$ cat src/rtl/lpc_sniffer_pkg.sv
// Shared types and constants for the LPC sniffer record path.
// Holds the scheduler state encoding and the terminator/saturation constants.
package lpc_sniffer_pkg;

    typedef enum logic [1:0] {
        ST_IDLE,
        ST_LOAD,
        ST_SEND,
        ST_TERM
    } sched_state_e;

    localparam logic [7:0] TERM_BYTE_DEFAULT = 8'h0a;
    localparam logic [7:0] OVF_SAT           = 8'hff;

endpackage

$ cat src/rtl/lpc_record_fifo.sv
// DEPTH x AW register FIFO, async active-low reset.
// Ports: push/push_data in, pop in, pop_data (head) out, full/empty out.
module lpc_record_fifo #(
    parameter int AW    = 32,
    parameter int DEPTH = 4
) (
    input  logic          clock,
    input  logic          reset,
    input  logic          push,
    input  logic [AW-1:0] push_data,
    input  logic          pop,
    output logic [AW-1:0] pop_data,
    output logic          full,
    output logic          empty
);

    localparam int PW = $clog2(DEPTH);

    logic [AW-1:0] mem_q [DEPTH];
    logic [AW-1:0] mem_d [DEPTH];
    logic [PW-1:0] wr_ptr_q, wr_ptr_d;
    logic [PW-1:0] rd_ptr_q, rd_ptr_d;
    logic [PW:0]   count_q, count_d;
    logic          do_push;
    logic          do_pop;

    assign full     = (count_q == (PW+1)'(DEPTH));
    assign empty    = (count_q == '0);
    assign pop_data = mem_q[rd_ptr_q];
    assign do_push  = push && !full;
    assign do_pop   = pop && !empty;

    always_comb begin
        mem_d    = mem_q;
        wr_ptr_d = wr_ptr_q;
        rd_ptr_d = rd_ptr_q;
        count_d  = count_q;
        if (do_push) begin
            mem_d[wr_ptr_q] = push_data;
            // Pointers are log2(DEPTH) bits, so they wrap naturally.
            wr_ptr_d = wr_ptr_q + 1'b1;
        end
        if (do_pop) begin
            rd_ptr_d = rd_ptr_q + 1'b1;
        end
        if (do_push && !do_pop) begin
            count_d = count_q + 1'b1;
        end else if (!do_push && do_pop) begin
            count_d = count_q - 1'b1;
        end
    end

    always_ff @(posedge clock or negedge reset) begin
        if (!reset) begin
            for (int i = 0; i < DEPTH; i++) begin
                mem_q[i] <= '0;
            end
            wr_ptr_q <= '0;
            rd_ptr_q <= '0;
            count_q  <= '0;
        end else begin
            mem_q    <= mem_d;
            wr_ptr_q <= wr_ptr_d;
            rd_ptr_q <= rd_ptr_d;
            count_q  <= count_d;
        end
    end

endmodule

$ cat src/rtl/lpc_record_scheduler.sv
// Queues captured LPC records and drains each MSB-first as bytes plus a terminator.
// Ports: clock/reset, capture_enable/in_data/in_valid in, tx_* handshake out, FIFO flags, overflow_count.
module lpc_record_scheduler
    import lpc_sniffer_pkg::*;
#(
    parameter int         AW        = 32,
    parameter int         DEPTH     = 4,
    parameter logic [7:0] TERM_BYTE = TERM_BYTE_DEFAULT
) (
    input  logic          clock,
    input  logic          reset,
    input  logic          capture_enable,
    input  logic [AW-1:0] in_data,
    input  logic          in_valid,
    output logic [7:0]    tx_data,
    output logic          tx_valid,
    input  logic          tx_ready,
    output logic          fifo_empty,
    output logic          fifo_full,
    output logic [7:0]    overflow_count
);

    localparam int NB  = AW / 8;
    localparam int BIW = (NB > 1) ? $clog2(NB) : 1;
    localparam logic [BIW-1:0] BI_LAST = BIW'(NB - 1);

    sched_state_e   state_q, state_d;
    logic [AW-1:0]  shift_q, shift_d;
    logic [BIW-1:0] byte_idx_q, byte_idx_d;
    logic [7:0]     ovf_q, ovf_d;
    logic           wr_req;
    logic           fifo_pop;
    logic [AW-1:0]  fifo_head;

    assign wr_req         = capture_enable && in_valid;
    assign overflow_count = ovf_q;

    lpc_record_fifo #(
        .AW    (AW),
        .DEPTH (DEPTH)
    ) u_fifo (
        .clock     (clock),
        .reset     (reset),
        .push      (wr_req),
        .push_data (in_data),
        .pop       (fifo_pop),
        .pop_data  (fifo_head),
        .full      (fifo_full),
        .empty     (fifo_empty)
    );

    // Full is the pre-edge flag, so a strobe is dropped even if LOAD pops now.
    always_comb begin
        ovf_d = ovf_q;
        if (wr_req && fifo_full && (ovf_q != OVF_SAT)) begin
            ovf_d = ovf_q + 8'd1;
        end
    end

    always_comb begin
        state_d    = state_q;
        shift_d    = shift_q;
        byte_idx_d = byte_idx_q;
        fifo_pop   = 1'b0;
        tx_valid   = 1'b0;
        tx_data    = 8'h00;
        unique case (state_q)
            ST_IDLE: begin
                if (!fifo_empty) begin
                    state_d = ST_LOAD;
                end
            end
            ST_LOAD: begin
                shift_d    = fifo_head;
                fifo_pop   = 1'b1;
                byte_idx_d = BI_LAST;
                state_d    = ST_SEND;
            end
            ST_SEND: begin
                tx_valid = 1'b1;
                tx_data  = shift_q[AW-1 -: 8];
                if (tx_ready) begin
                    shift_d = shift_q << 8;
                    if (byte_idx_q == '0) begin
                        state_d = ST_TERM;
                    end else begin
                        byte_idx_d = byte_idx_q - 1'b1;
                    end
                end
            end
            ST_TERM: begin
                tx_valid = 1'b1;
                tx_data  = TERM_BYTE;
                if (tx_ready) begin
                    state_d = fifo_empty ? ST_IDLE : ST_LOAD;
                end
            end
            default: state_d = ST_IDLE;
        endcase
    end

    always_ff @(posedge clock or negedge reset) begin
        if (!reset) begin
            state_q    <= ST_IDLE;
            shift_q    <= '0;
            byte_idx_q <= '0;
            ovf_q      <= '0;
        end else begin
            state_q    <= state_d;
            shift_q    <= shift_d;
            byte_idx_q <= byte_idx_d;
            ovf_q      <= ovf_d;
        end
    end

endmodule

$ cat config.mk
export PLATFORM = sky130hd
export DESIGN_NAME = lpc_record_scheduler
export DESIGN_NICKNAME = d
export VERILOG_FILES = /design/src/rtl/lpc_sniffer_pkg.sv /design/src/rtl/lpc_record_fifo.sv /design/src/rtl/lpc_record_scheduler.sv
export SDC_FILE = /design/constraint.sdc
export NUM_CORES = 1
export LEC_CHECK = 0
export ABC_AREA = 1
export CAP_MARGIN = 15
export CORE_MARGIN = 2
export CORE_UTILIZATION = 48
export CTS_CLUSTER_DIAMETER = 30
export DETAILED_ROUTE_END_ITERATION = 16
export GPL_TIMING_DRIVEN = 0
export PLACE_DENSITY = 0.67
export SETUP_SLACK_MARGIN = 0.15
export SYNTH_ARGS = -nofsm -noshare
export SYNTH_HDL_FRONTEND = slang
export SYNTH_SLANG_ARGS = --single-unit
$ cat constraint.sdc
create_clock -name clock -period 2.2 [get_ports clock]
set_input_delay 0.55 -clock clock [delete_from_list [all_inputs] [get_ports clock]]
set_output_delay 0.55 -clock clock [all_outputs]
set_load 0.01 [all_outputs]
=== Word-level counts from Yosys, hierarchy flattened ===
Index checks and enable logic that the tools add are counted.

* Magnitude comparators: 3
* Mux-type cells: 22
* Div/mod/pow operators: 0
* Bitwise gates (word level): 2
* $mul: 0
* $add $sub $neg: 6
* Shift-type cells: 0
* Eq/ne operators: 10
* Reductions and logical operators: 21

{| class="wikitable"
|+ Operator list
! operator !! number
|-
| 128-bit bitwise mux || 1
|-
| 32-bit 2-to-1 mux || 4
|-
| 32-bit binary-select mux with 2-bit select || 1
|-
| 32-bit demux with 2-bit select || 1
|-
| 32-bit case mux with 2 select lines || 1
|-
| 8-bit case mux with 2 select lines || 1
|-
| 2-bit 2-to-1 mux || 6
|-
| 2-bit inequality test (second input constant) || 5
|-
| 8-bit by 1-bit adder with 8-bit output (second input constant) || 1
|-
| 1-bit logical AND || 8
|-
| 8-bit inequality test (second input constant) || 1
|-
| 2-bit case mux with 4 select lines || 1
|-
| 3-bit greater-or-equal comparator (second input constant) || 2
|-
| 3-bit 2-to-1 mux || 2
|-
| 2-bit inverter with 3-bit output || 2
|-
| 2-bit by 1-bit adder with 2-bit output (second input constant) || 2
|-
| 2-bit == test (second input constant) || 2
|-
| 1-bit logical NOT || 4
|-
| 2-bit logical NOT || 2
|-
| 2-bit case mux with 2 select lines || 1
|-
| 4-bit AND reduction || 1
|-
| 2-bit nonzero test || 2
|-
| 3-bit by 1-bit adder with 3-bit output (second input constant) || 1
|-
| 3-bit == test (second input constant) || 1
|-
| 9 further kinds || 11
|}

* Memories: 0
* ROM bits: 0
* Output and inout bits: 19
* Bits of input ports: 37
* Bits in registers: 179
* Latch bits: 0
* RAM bits: 0
* Logic and storage cells: 75

=== Depth between registers and ports, before layout ===
* Depth after elaboration: 7
* Depth in mapped cells: 11
* Depth with buffers taken out: 10

=== By module ===
Synthesis repeated with hierarchy kept, for this count alone.

* Cell total of the unflattened synthesis: 1127
* Area total of the unflattened synthesis: 9173.8 sq um

{| class="wikitable"
|+ Modules (own cells, without submodules)
! module !! cells each !! instances !! area each (sq um) !! sequential area each (sq um)
|-
| lpc_record_fifo || 840 || 1 || 6653.9 || 3378.2
|-
| lpc_record_scheduler || 287 || 1 || 2519.9 || 1101.1
|}

=== Worst setup path after synthesis ===
Ideal clock, no wire load.

* Kind: reg-to-output
* From: register state_q[0]
* To: output tx_data[1]
* Cell stages (with the launch flop): 7
* Setup slack: 0.148 ns
* Data arrival time: 1.502 ns
* Buffers on the path: 2
* Cells stage by stage: dfrtp_1 inv_1 ha_1 buf_6 inv_2 clkbuf_1 o21ai_0

* Longest elaborated chain between the ends: 2

{| class="wikitable"
|+ RTL lines
! item !! line !! RTL
|-
| start, declared || lpc_record_scheduler.sv:27 || <nowiki>sched_state_e state_q, state_d;</nowiki>
|-
| start signal, assigned || lpc_record_scheduler.sv:109 || <nowiki>state_q <= state_d;</nowiki>
|-
| 2-bit == test || lpc_record_scheduler.sv:67 || <nowiki>unique case (state_q)</nowiki>
|-
| 8-bit case mux with 2 select lines * || lpc_record_scheduler.sv:67 ||
|-
| end, declared || lpc_record_scheduler.sv:15 || <nowiki>output logic [7:0] tx_data,</nowiki>
|}

Mark *: on every way between the ends. The rest lies on a longest branch, timed or not.

=== Final worst setup path ===
* From: register state_q[1]
* To: output tx_data[6]

Same word-level chain as after synthesis.

==> metrics.md <==
| Metric | Value |
|---|---|
| Die area | `around 0.019 mm²` |
| Max-slew headroom | `a little under three fifths` |
| Chip width | `138.9 µm` |
| Placement Setup Slack | `-601.0 ps` |
| Multi-input logic area | `roughly 0.0038 mm²` |
| Initial DRT Pass Iterations | `5` |
| GRT overflow | `0` |
| Final hold viol count | `0` |
| P per Cell Area | `about 1500 mW/mm²` |
| Peak Freq | `between 400 and 500 MHz` |
| Post-Syn Instances | `1141` |
| Area Overhead vs Synth | `21.17%` |
| Max IR drop VDD | `roughly 0.74 mV` |
| Port Buffer Count | `55` |
| CTS tree | `yes` |
| Die height | `roughly 140 µm` |
| Crit path arrival time | `between 1500 and 2000 ps` |
| Post-DRT Antenna Nets | `0` |
| Cell variety after synth | `30` |
| RSZ-0062 raised after global routing | `yes` |
| Outcome | `finished, final reports clean` |
| Filler cells | `1667` |
| PnR worst setup slack | `about 26 ps` |
| IO Count | `between 50 and 60` |
| Clk slew on worst S/H paths | `70 ps` |
| Core area | `around 0.018 mm²` |
| Clk_lat worst skew | `roughly 430 ps` |
| Critical path type | `reg2out` |
| Slew at the pin closest to its max-slew limit | `between 600 and 700 ps` |
| Post-Syn Nets | `1191` |
| Post-Syn Area per Cell | `about 7.7 µm²` |
| Total GRT Usage | `a little over a quarter` |
| Routability cong. | `a little under 0.9` |
| Routing usage on met2 | `43.63%` |
| Overall Power | `around 16000 µW` |
| Leak | `about 0.0053 µW` |
| Most used routing layer | `met2` |
| YS warnings | `0` |
| Largest net degree at the start of global routing | `100` |
| HPWL Detailed | `between 15 and 20 mm` |
| Cell area after synthesis | `around 0.0087 mm²` |
| Initial antenna violation count | `0` |
| CP max FO | `7` |
| CP startpoint kind | `register` |
| Final #Nets | `1288` |
| # clock sinks | `about 180` |
| Setup TNS | `0 ps` |
| H-tree depth | `4` |
| Met3 Track Usage GR | `between 4 and 5%` |
| Max Slew Vio Count | `0` |
| Critical Path RT | `between 1500 and 2000 ps` |
| Register area | `roughly 0.0045 mm²` |
| MaxCap Viol Count | `0` |
| Drt wl/cell | `approximately 17 µm` |
| Diode count | `0` |
| DRT iter0 DRCs | `between 700 and 800` |
| Final setup vio count | `0` |
| Vias/cell | `5.305` |
| Total CTS buffers | `17` |
| Total number of vias | `a little under 8000` |
| Seq/Total Area, Yosys | `about half` |
| Root Buffer | `clkbuf_16` |
| Final wirelength | `25.12 mm` |
| Max Buffers Root-to-Sink | `2` |
| Core Rows | `49` |
| Met1 Use GR | `roughly 37%` |
| Minimum clock period | `roughly 2200 ps` |
| Drt drc | `0` |
| Tcrit/Tclk final | `98.83%` |
| Synth Register Bits | `179` |
| Critical path endpoint category | `output pin` |
| Layout cells sized above 1 | `11.35%` |
| Number of global-route vias before repair | `7542` |
| Clock Skew | `approximately 8.6 ps` |
| Starting Density | `48.76%` |
| First-pass GRT wire length | `approximately 41 mm` |
| Hold Crit Class | `in2async` |
power breakdown:
group          switching, µW  total, µW  internal, µW
clock                   1340       3280          1940
combinational           4820       7420          2600
sequential               738       5570          4830
total                   6900      16300          9370
cell type report:
type / instances / share of cell area (%)
plain buffers: 68 / 3.466
clock buffers: 20 / 4.223
clock inverters: 12 / 1.692
inverters: 73 / 2.732
multi-input cells: 821 / 35.64
flip-flops and latches: 179 / 42.36
well taps: 229 / 2.709
repair buffers: 78 / 7.180
placed cells by master (no fill, tap or decap), types with 3 or more instances in the layout:
master,n
nor2_1,27
buf_1,3
clkbuf_1,34
nand2_2,7
a21oi_1,6
nand2_4,4
clkbuf_16,18
or2_2,4
bufinv_16,4
inv_2,13
clkbuf_2,3
xor2_1,6
nand3_1,65
dfrtp_1,178
o211ai_1,17
inv_1,57
ha_1,8
buf_2,24
nand4_1,3
inv_6,3
buf_4,20
clkdlybuf4s50_1,43
nand2_1,503
buf_6,14
clkinvlp_4,3
buf_8,4
o21ai_0,152
ha_4,3
metal layers:
metal	vias to the layer above	share of wire (%)
met1	3735	44
li1	3801	-
met3	36	6.5
met4	0	2.3
met5	-	0
met2	279	47
Yosys cell counts (all sizes together):
| cell type | n | share of area [%] |
|---|---|---|
| nand2 | 514 | 22 |
| dfrtp | 179 | 51 |
| o21ai | 156 | 8.9 |
| inv | 73 | 3.1 |
| nand3 | 67 | 3.9 |
| clkbuf | 36 | 1.6 |
| buf | 32 | 2.1 |
| nor2 | 29 | 1.5 |
| o211ai | 17 | 1.5 |
| ha | 12 | 1.7 |
| a21oi | 7 | 0.40 |
| xor2 | 6 | 0.60 |
| or2 | 4 | 0.29 |
| nand4 | 3 | 0.22 |
| xnor2 | 2 | 0.20 |
| a22oi | 1 | 0.086 |
| fa | 1 | 0.23 |
| nand3b | 1 | 0.086 |
| nor3 | 1 | 0.057 |
worst max-delay path, stage by stage (launching register included):
cell and delay [ps]:
dfrtp_1 420, ha_4 180, buf_8 130, clkbuf_16 160, buf_6 110, nand2_2 50
inv_2 40, buf_6 110
through the flow:
| stage | std cells | util (%) | area [µm²] | hold WS, ps |
|---|---|---|---|---|
| 6_report | 1480 | 59.09 | 10580 | 100.7 |
| 5_1_grt | 1480 | 59.09 | 10580 | 147.3 |
| 4_1_cts | 1473 | 58.03 | 10390 | 131.1 |
| 3_5_place_dp | 1426 | 53.62 | 9599 | 457.3 |
| 3_3_place_gp | 1425 | 53.44 | 9567 | 455.2 |
| 2_1_floorplan | 1141 | - | 8730 | 254.4 |
state kept, by name, indices dropped and copies added, names as in the netlist:
| signal | cells |
|---|---|
| byte_idx_q | 2 |
| overflow_count | 8 |
| shift_q | 32 |
| state_q | 2 |
| u_fifo.count_q | 3 |
| u_fifo.mem_q | 128 |
| u_fifo.rd_ptr_q | 2 |
| u_fifo.wr_ptr_q | 2 |
repair_timing:
| action | in CTS | in global routing |
|---|---|---|
| resized for setup | 71 | 41 |
| setup buffers | 15 | 7 |
| endpoints found under the setup margin | 14 | 15 |
| pin swaps | 3 | 5 |
| endpoints found under the hold margin | 0 | 0 |
| hold buffers | 0 | 0 |
cells by family (layout without fill, tap and decap cells):
logic type	Yosys count	count (layout)	share of synthesized area (%)
adder cells (fa/ha/maj)	13	13	1.949
buffers and inverters	141	251	6.822
AO/OA/AOI/OAI	181	181	10.89
XOR/XNOR	8	8	0.8027
AND/OR/NAND/NOR	619	619	28.22
flip-flops	179	179	51.31
path summary, 6_finish.rpt:
check	slack, ps	endpoint	startpoint	cells after the start
worst max-delay path	30	tx_data[6]	state_q[1]	7
worst min-delay path	100	u_fifo.mem_q[6]	reset	1
worst max register to register	250	u_fifo.count_q[1]	state_q[1]	9
worst min register to register	480	shift_q[15]	shift_q[15]	2
max in group asynchronous	1170	overflow_count[2]	reset	2
min in group clock	480	shift_q[15]	shift_q[15]	2
Power figures use the tool's default switching activity.
